--- src/rtl/daisy_chain_irq_controller.sv ---
// Central controller for an active-low daisy-chain priority interrupt string.
// Synchronises the wired-OR chain request, raises the CPU interrupt, drives the
// chain-head ACK on INTA, resolves the granting tap into a vector and holds
// in-service until the CPU signals end-of-interrupt.
module daisy_chain_irq_controller #(
   parameter int               N_DEV       = 4,
   parameter int               VEC_W       = 8,
   parameter logic [VEC_W-1:0] VEC_BASE    = 'h40,
   parameter int               ACK_TIMEOUT = 15
) (
   input  logic             clk,
   input  logic             rst_n,
   input  logic             irq_n_chain,
   input  logic [N_DEV-1:0] ack_k_n,
   output logic             ack_n_chain,
   input  logic             en,
   output logic             int_n,
   input  logic             inta,
   input  logic             eoi,
   output logic [VEC_W-1:0] vector,
   output logic             vec_valid,
   output logic             in_service,
   output logic             spurious
);

   localparam int CNT_W = $clog2(ACK_TIMEOUT + 1);
   localparam int IDX_W = (N_DEV > 1) ? $clog2(N_DEV) : 1;
   localparam logic [CNT_W-1:0] CNT_LAST = CNT_W'(ACK_TIMEOUT);

   typedef enum logic [1:0] {
      ST_IDLE    = 2'd0,
      ST_PEND    = 2'd1,
      ST_ACK     = 2'd2,
      ST_SERVICE = 2'd3
   } state_t;

   state_t           state;
   state_t           state_next;
   logic             sync1;
   logic             sync2;
   logic             irq_s;
   logic [CNT_W-1:0] cnt;
   logic [CNT_W-1:0] cnt_next;
   logic             tap_hit;
   logic [IDX_W-1:0] tap_idx;
   logic [VEC_W-1:0] vector_next;
   logic             vec_valid_next;
   logic             spurious_next;

   // Two-flop synchroniser for the asynchronous chain request; resets to the deasserted level
   always_ff @(posedge clk or negedge rst_n) begin
      if (!rst_n) begin
         sync1 <= 1'b1;
         sync2 <= 1'b1;
      end else begin
         sync1 <= irq_n_chain;
         sync2 <= sync1;
      end
   end

   assign irq_s = ~sync2;

   // Find the lowest-index tap pulled low; the tap nearest the chain head has priority
   always_comb begin
      tap_hit = ~&ack_k_n;
      tap_idx = '0;
      for (int i = N_DEV - 1; i >= 0; i--) begin
         if (!ack_k_n[i]) begin
            tap_idx = IDX_W'(i);
         end
      end
   end

   // State and ACK-timeout counter registers
   always_ff @(posedge clk or negedge rst_n) begin
      if (!rst_n) begin
         state <= ST_IDLE;
         cnt   <= '0;
      end else begin
         state <= state_next;
         cnt   <= cnt_next;
      end
   end

   // Next-state, counter and pulse/vector decisions; a tap low on the timeout edge beats the timeout
   always_comb begin
      state_next     = state;
      cnt_next       = cnt;
      vector_next    = vector;
      vec_valid_next = 1'b0;
      spurious_next  = 1'b0;
      case (state)
         ST_IDLE: begin
            if (irq_s && en) begin
               state_next = ST_PEND;
            end
         end
         ST_PEND: begin
            if (inta) begin
               state_next = ST_ACK;
               cnt_next   = '0;
            end
         end
         ST_ACK: begin
            if (tap_hit) begin
               vector_next    = VEC_BASE + VEC_W'(tap_idx);
               vec_valid_next = 1'b1;
               state_next     = ST_SERVICE;
            end else if (cnt == CNT_LAST - CNT_W'(1)) begin
               cnt_next       = CNT_LAST;
               vector_next    = '1;
               vec_valid_next = 1'b1;
               spurious_next  = 1'b1;
               state_next     = ST_IDLE;
            end else if (cnt != CNT_LAST) begin
               cnt_next = cnt + CNT_W'(1);
            end
         end
         ST_SERVICE: begin
            if (eoi) begin
               state_next = ST_IDLE;
            end
         end
         default: begin
            state_next = ST_IDLE;
         end
      endcase
   end

   // Registered outputs, decoded from the state being entered so they change on the same edge
   always_ff @(posedge clk or negedge rst_n) begin
      if (!rst_n) begin
         ack_n_chain <= 1'b1;
         int_n       <= 1'b1;
         vector      <= '0;
         vec_valid   <= 1'b0;
         in_service  <= 1'b0;
         spurious    <= 1'b0;
      end else begin
         ack_n_chain <= (state_next != ST_ACK);
         int_n       <= !((state_next == ST_PEND) || (state_next == ST_ACK));
         vector      <= vector_next;
         vec_valid   <= vec_valid_next;
         in_service  <= (state_next == ST_SERVICE);
         spurious    <= spurious_next;
      end
   end

endmodule

--- config.mk ---
export PLATFORM = sky130hd
export DESIGN_NAME = daisy_chain_irq_controller
export DESIGN_NICKNAME = d
export VERILOG_FILES = /design/src/rtl/daisy_chain_irq_controller.sv
export SDC_FILE = /design/constraint.sdc
export NUM_CORES = 1
export LEC_CHECK = 0
export CAP_MARGIN = 20
export CORE_ASPECT_RATIO = 1.25
export CORE_MARGIN = 4
export CORE_UTILIZATION = 40
export CTS_CLUSTER_DIAMETER = 150
export CTS_CLUSTER_SIZE = 10
export DETAILED_ROUTE_END_ITERATION = 6
export PLACE_DENSITY = 0.69
export SLEW_MARGIN = 5
export SYNTH_ARGS = -nofsm -noshare
export SYNTH_HDL_FRONTEND = slang
export SYNTH_SLANG_ARGS = --single-unit
--- constraint.sdc ---
create_clock -name clk -period 3.2 [get_ports clk]
set_input_delay 0.64 -clock clk [delete_from_list [all_inputs] [get_ports clk]]
set_output_delay 0.64 -clock clk [all_outputs]
set_load 0.1 [all_outputs]
# Word-level counts from Yosys, hierarchy flattened
# Index checks and enable logic that the tools add are counted.
word_totals:
  ff_bits: 21
  inputBits: 10
  out_inout_bits: 13
  word_cells: 56
classes:
  add_sub_neg: 2
  n_eq_ne: 13
  muxes: 22
  n_bitwise: 1
  n_reduce_logical: 8
ops:
  columns: ["operator", "n"]
  rows:
  - ["$mux W2", 9]
  - ["$mux W4", 4]
  - ["$mux W8", 2]
  - ["$add A7 B2 Y8 const A", 1]
  - ["$eq A2 B2 Y1 const B", 4]
  - ["$pmux W2 S4", 1]
  - ["$pmux W4 S2", 1]
  - ["$reduce_and A4 Y1", 2]
  - ["$ne A2 B2 Y1 const B", 3]
  - ["$mux W1", 5]
  - ["$add A4 B1 Y4 const B", 1]
  - ["$eq A2 B1 Y1 const B", 2]
  - ["$eq A4 B4 Y1 const B", 1]
  - ["$ne A4 B4 Y1 const B", 1]
  - ["$ne A3 B3 Y1 const B", 1]
  - ["$logic_not A2 Y1", 1]
  - ["$ne A2 B1 Y1 const B", 1]
  - ["$reduce_and A2 Y1", 1]
  - ["$reduce_bool A2 Y1", 1]
  - ["$logic_and A1 B1 Y1", 1]
  - ["$logic_not A1 Y1", 1]
  - ["$logic_or A1 B1 Y1", 1]
  - ["$not A1 Y1", 1]

# Depth between registers and ports, before layout
depth:
  word_depth: 7
  depth_mapped: 9

# Worst setup path before layout
# Ideal clock, no wire load.
synth_timing:
  path_kind: "reg-to-output"
  from: "register vector[5] (netlist name)"
  to: "output vector[3]"
  arrival_ps: 1390
  setup_slack_ps: 1170
  stages_incl_launch_ff: 2
  n_path_buf: 1
  path_cell_list: "dfrtp_1 -> buf_4"
synth_rtl:
  columns: ["element", "line", "text"]
  rows:
  - ["end, declared", "20", "output logic [VEC_W-1:0] vector,"]

# Worst setup path after layout
layout_timing:
  from: "input ack_k_n[1]"
  to: "register cnt[3]"
layout_via:
  elab_chain_len: 3
layout_lines:
  columns: ["element", "line", "text"]
  rows:
  - ["start, declared", "14", "input logic [N_DEV-1:0] ack_k_n,"]
  - ["$reduce_and A4 Y1", "65", "tap_hit = ~&ack_k_n;"]
  - ["$ne A2 B2 Y1 (no source line)", null, null]
  - ["$reduce_and A4 Y1 (no source line)", null, null]
  - ["end signal, assigned", "81", "cnt <= cnt_next;"]
  - ["end, declared", "42", "logic [CNT_W-1:0] cnt;"]
# No other way between the ends.
# A chain may end at the register's enable or synchronous reset.

==> results.tsv <==
stage	metric	value	unit
synth	syn_area	822.0	µm²
power	pwr-share-seq	33.5	%
critical_path	end_kind	register	
timing	slew_viol_final	0	
global_route	grt_pass1_wl	2.615	mm
power	clockPowerShare	11.9	%
placement	io_buffers	22	
placement	pre_cts_ws	1.007	ns
die	rows	18	
drt	drtIter0Drc	2	
power	intPower	0.0004710	W
drt	ant_nets	0	
synth	synth_fp_nets	93	
drt	drc	0	
cells_and_area	area_growth	24.20	%
cells_and_area	layout_common_cells	dfrtp_1 (13), buf_4 (13), clkdlybuf4s50_1 (9), o21ai_0 (8), nand2_1 (7)	
timing	tightest_slew	0.7623	ns
drt	vias_per_cell	5.176	
clocking	ctsResizeCount	0	
critical_path	start_kind	input port	
die	die_h	58.69	µm
clocking	cts_buffers	3	
clocking	root_buffer	clkbuf_4	
timing	rsz0062_at_grt	no	
timing	fin_crit	1.879	ns
global_route	antenna_found_initial	0	
clocking	cts_tree	yes	
critical_path	critPathRequiredTime	3.38	ns
timing	setup-tns-final	0	ns
timing	slew_headroom	49.02	%
clocking	clk_latency	0.30	ns
cells_and_area	post-route-util	52.11	%
synth	yosysTopAreaCell	dfrtp_1	
min_path	hold_class	register to register	
timing	setup_viol	0	
critical_path	crit_type	input port to register	
synth	syn_avg_cell_area	10.41	µm²
power	leakage	0.4746	nW
cells_and_area	layout.nets	114	
clocking	postCtsHoldBufs	0	
synth	yosysWarnings	0	
synth	synth_top_area_share	39.57	%
synth	synth.area.top_cells	dfrtp_1 (40%), dfstp_2 (13%), ha_1 (6.1%)	
run_status	outcome	completed	
die	die_area	2849	µm²
power	swShare	52.01	%
critical_path	cp_max_fo	7	
flow_run	drv_cap	0	
power	ir_worst_vdd	543.1	µV
clocking	cts_setup_buffers	0	
cells_and_area	antennaDiodeCount	0	
power	p_sw	0.0005105	W
cells_and_area	layout-drive-gt1-share	25.25	%
global_route	grt_remaining_overflow	0	
timing	setup_slack	1.321	ns
synth	synth_seq_cells	17	
die	coreArea	1959	µm²
timing	skew	0.008674	ns
cells_and_area	fillCellCount	177	
die	io_pins	23	
synth	syn_inst	79	
die	start_util	41.95	%
drt	drt_pre_antenna_iters	4	
placement	place_congestion	0.7905	
critical_path	arrival	2.06	ns
clocking	cts.sinks	17	
power	comb_power_share	54.6	%
global_route	grt_use_total	11.40	%
synth	ys_types	29	
placement	placed_cells	115	
placement	dp_hpwl	1.155	mm
clocking	cts_buffer_depth	2	
timing	final-hold-violation-count	0	
timing	finalCritPeriodShare	58.72	%
die	die_w	48.55	µm
clocking	cts-htree-levels	1	
global_route	grt_pass1_vias	635	
global_route	grt_max_degree	18	
clocking	clk_pin_slew_worst_paths	0.11	ns
drt	drt-total-wl	1.502	mm
timing	max_freq	532.2	MHz
cells_and_area	instances_no_fill	119	
drt	vias	616	
drt	wire_per_inst	12.62	µm
power	p_per_area	961.3	nW/µm²
synth	ys_seq_area_share	52.36	%
-- final cells by class --
cell class / instances / area [µm²] / area share [%]
Clock inverter: 1 / 5.005 / 0.4902
Clock buffer: 3 / 22.52 / 2.206
Multi-Input combinational cell: 51 / 331.6 / 32.48
Sequential cell: 17 / 430.4 / 42.16
Timing Repair Buffer: 22 / 187.7 / 18.38
Tap cell: 20 / 25.02 / 2.451
Inverter: 5 / 18.77 / 1.838
-- power by group through the flow --
| stage | sequential, W | clock, W | combinational [W] |
|---|---|---|---|
| floorplan | 0.000565 | 0 | 0.000200 |
| global placement | 0.000331 | 0 | 0.000536 |
| detailed placement | 0.000333 | 0 | 0.000540 |
| CTS | 0.000330 | 0.000120 | 0.000542 |
| global route | 0.000340 | 0.000130 | 0.000585 |
| finish | 0.000329 | 0.000117 | 0.000535 |
-- through the flow --
step / hold WS, ns / power [W] / cell area, µm²
after floorplan: 0.3444 / 0.0007645 / 822.0
after global placement: 0.3468 / 0.0008667 / 993.5
after detailed placement: 0.3511 / 0.0008730 / 993.5
after CTS: 0.3668 / 0.0009917 / 1021
after global routing: 0.3742 / 0.001054 / 1021
final: 0.3639 / 0.0009815 / 1021
-- routing by layer --
metal	vias to the layer above	global-route usage (%)	wire, µm
met1	288	13.33	633
met5	-	0	0
met2	18	19.03	758
met4	0	7.308	36
li1	305	-	-
met3	5	2.278	73
-- synthesized netlist by cell type (all sizes together) --
cell type   n
o41ai       2
nor3        1
o21ai       9
clkbuf      1
mux2i       1
and2        1
nand4       1
nand3b      1
mux2        1
nor3b       1
nor2        6
nand2b      3
buf         5
dfrtp      13
ha          4
and3        1
a31oi       1
dfstp       4
nand4b      1
a21boi      1
nand3       3
o31ai       1
nand2       7
nor2b       3
a21oi       2
inv         5
-- worst max-delay path: stages --
cell             delay, ns
clkdlybuf4s50_1       0.50
nand4_1               0.16
and2_1                0.27
nor2_2                0.19
mux2_4                0.31
-- worst paths after layout --
| kind | slack (ns) | end | cells after the start | from |
|---|---|---|---|---|
| hold / removal | 0.36 | sync2 | 0 | sync1 |
| min in group asynchronous | 0.78 | in_service | 1 | rst_n |
| setup reg to reg | 1.43 | int_n | 7 | cnt[0] |
| hold reg to reg | 0.36 | sync2 | 0 | sync1 |
| max in group asynchronous | 1.94 | cnt[3] | 1 | rst_n |
| setup / recovery | 1.32 | cnt[3] | 5 | ack_k_n[1] |
-- state kept, by name, indices dropped and copies added (netlist names) --
| register | flops |
|---|---|
| sync2 | 1 |
| state | 2 |
| int_n | 1 |
| ack_n_chain | 1 |
| cnt | 4 |
| spurious | 1 |
| vec_valid | 1 |
| sync1 | 1 |
| in_service | 1 |
| vector | 4 |
-- logic make-up (layout without fill, tap and decap cells) --
kind of cell             count (synthesis)  count (layout)  synth area share [%]
buffers and inverters                   11              31                 7.306
multiplexers                             2               2                 3.044
AND/OR/NAND/NOR                         29              29                 19.33
flip-flops                              17              17                 52.36
adder cells (fa/ha/maj)                  4               4                 6.089
AO/OA/AOI/OAI                           16              16                 11.87
Note: power is estimated with default switching activity, not from simulation.
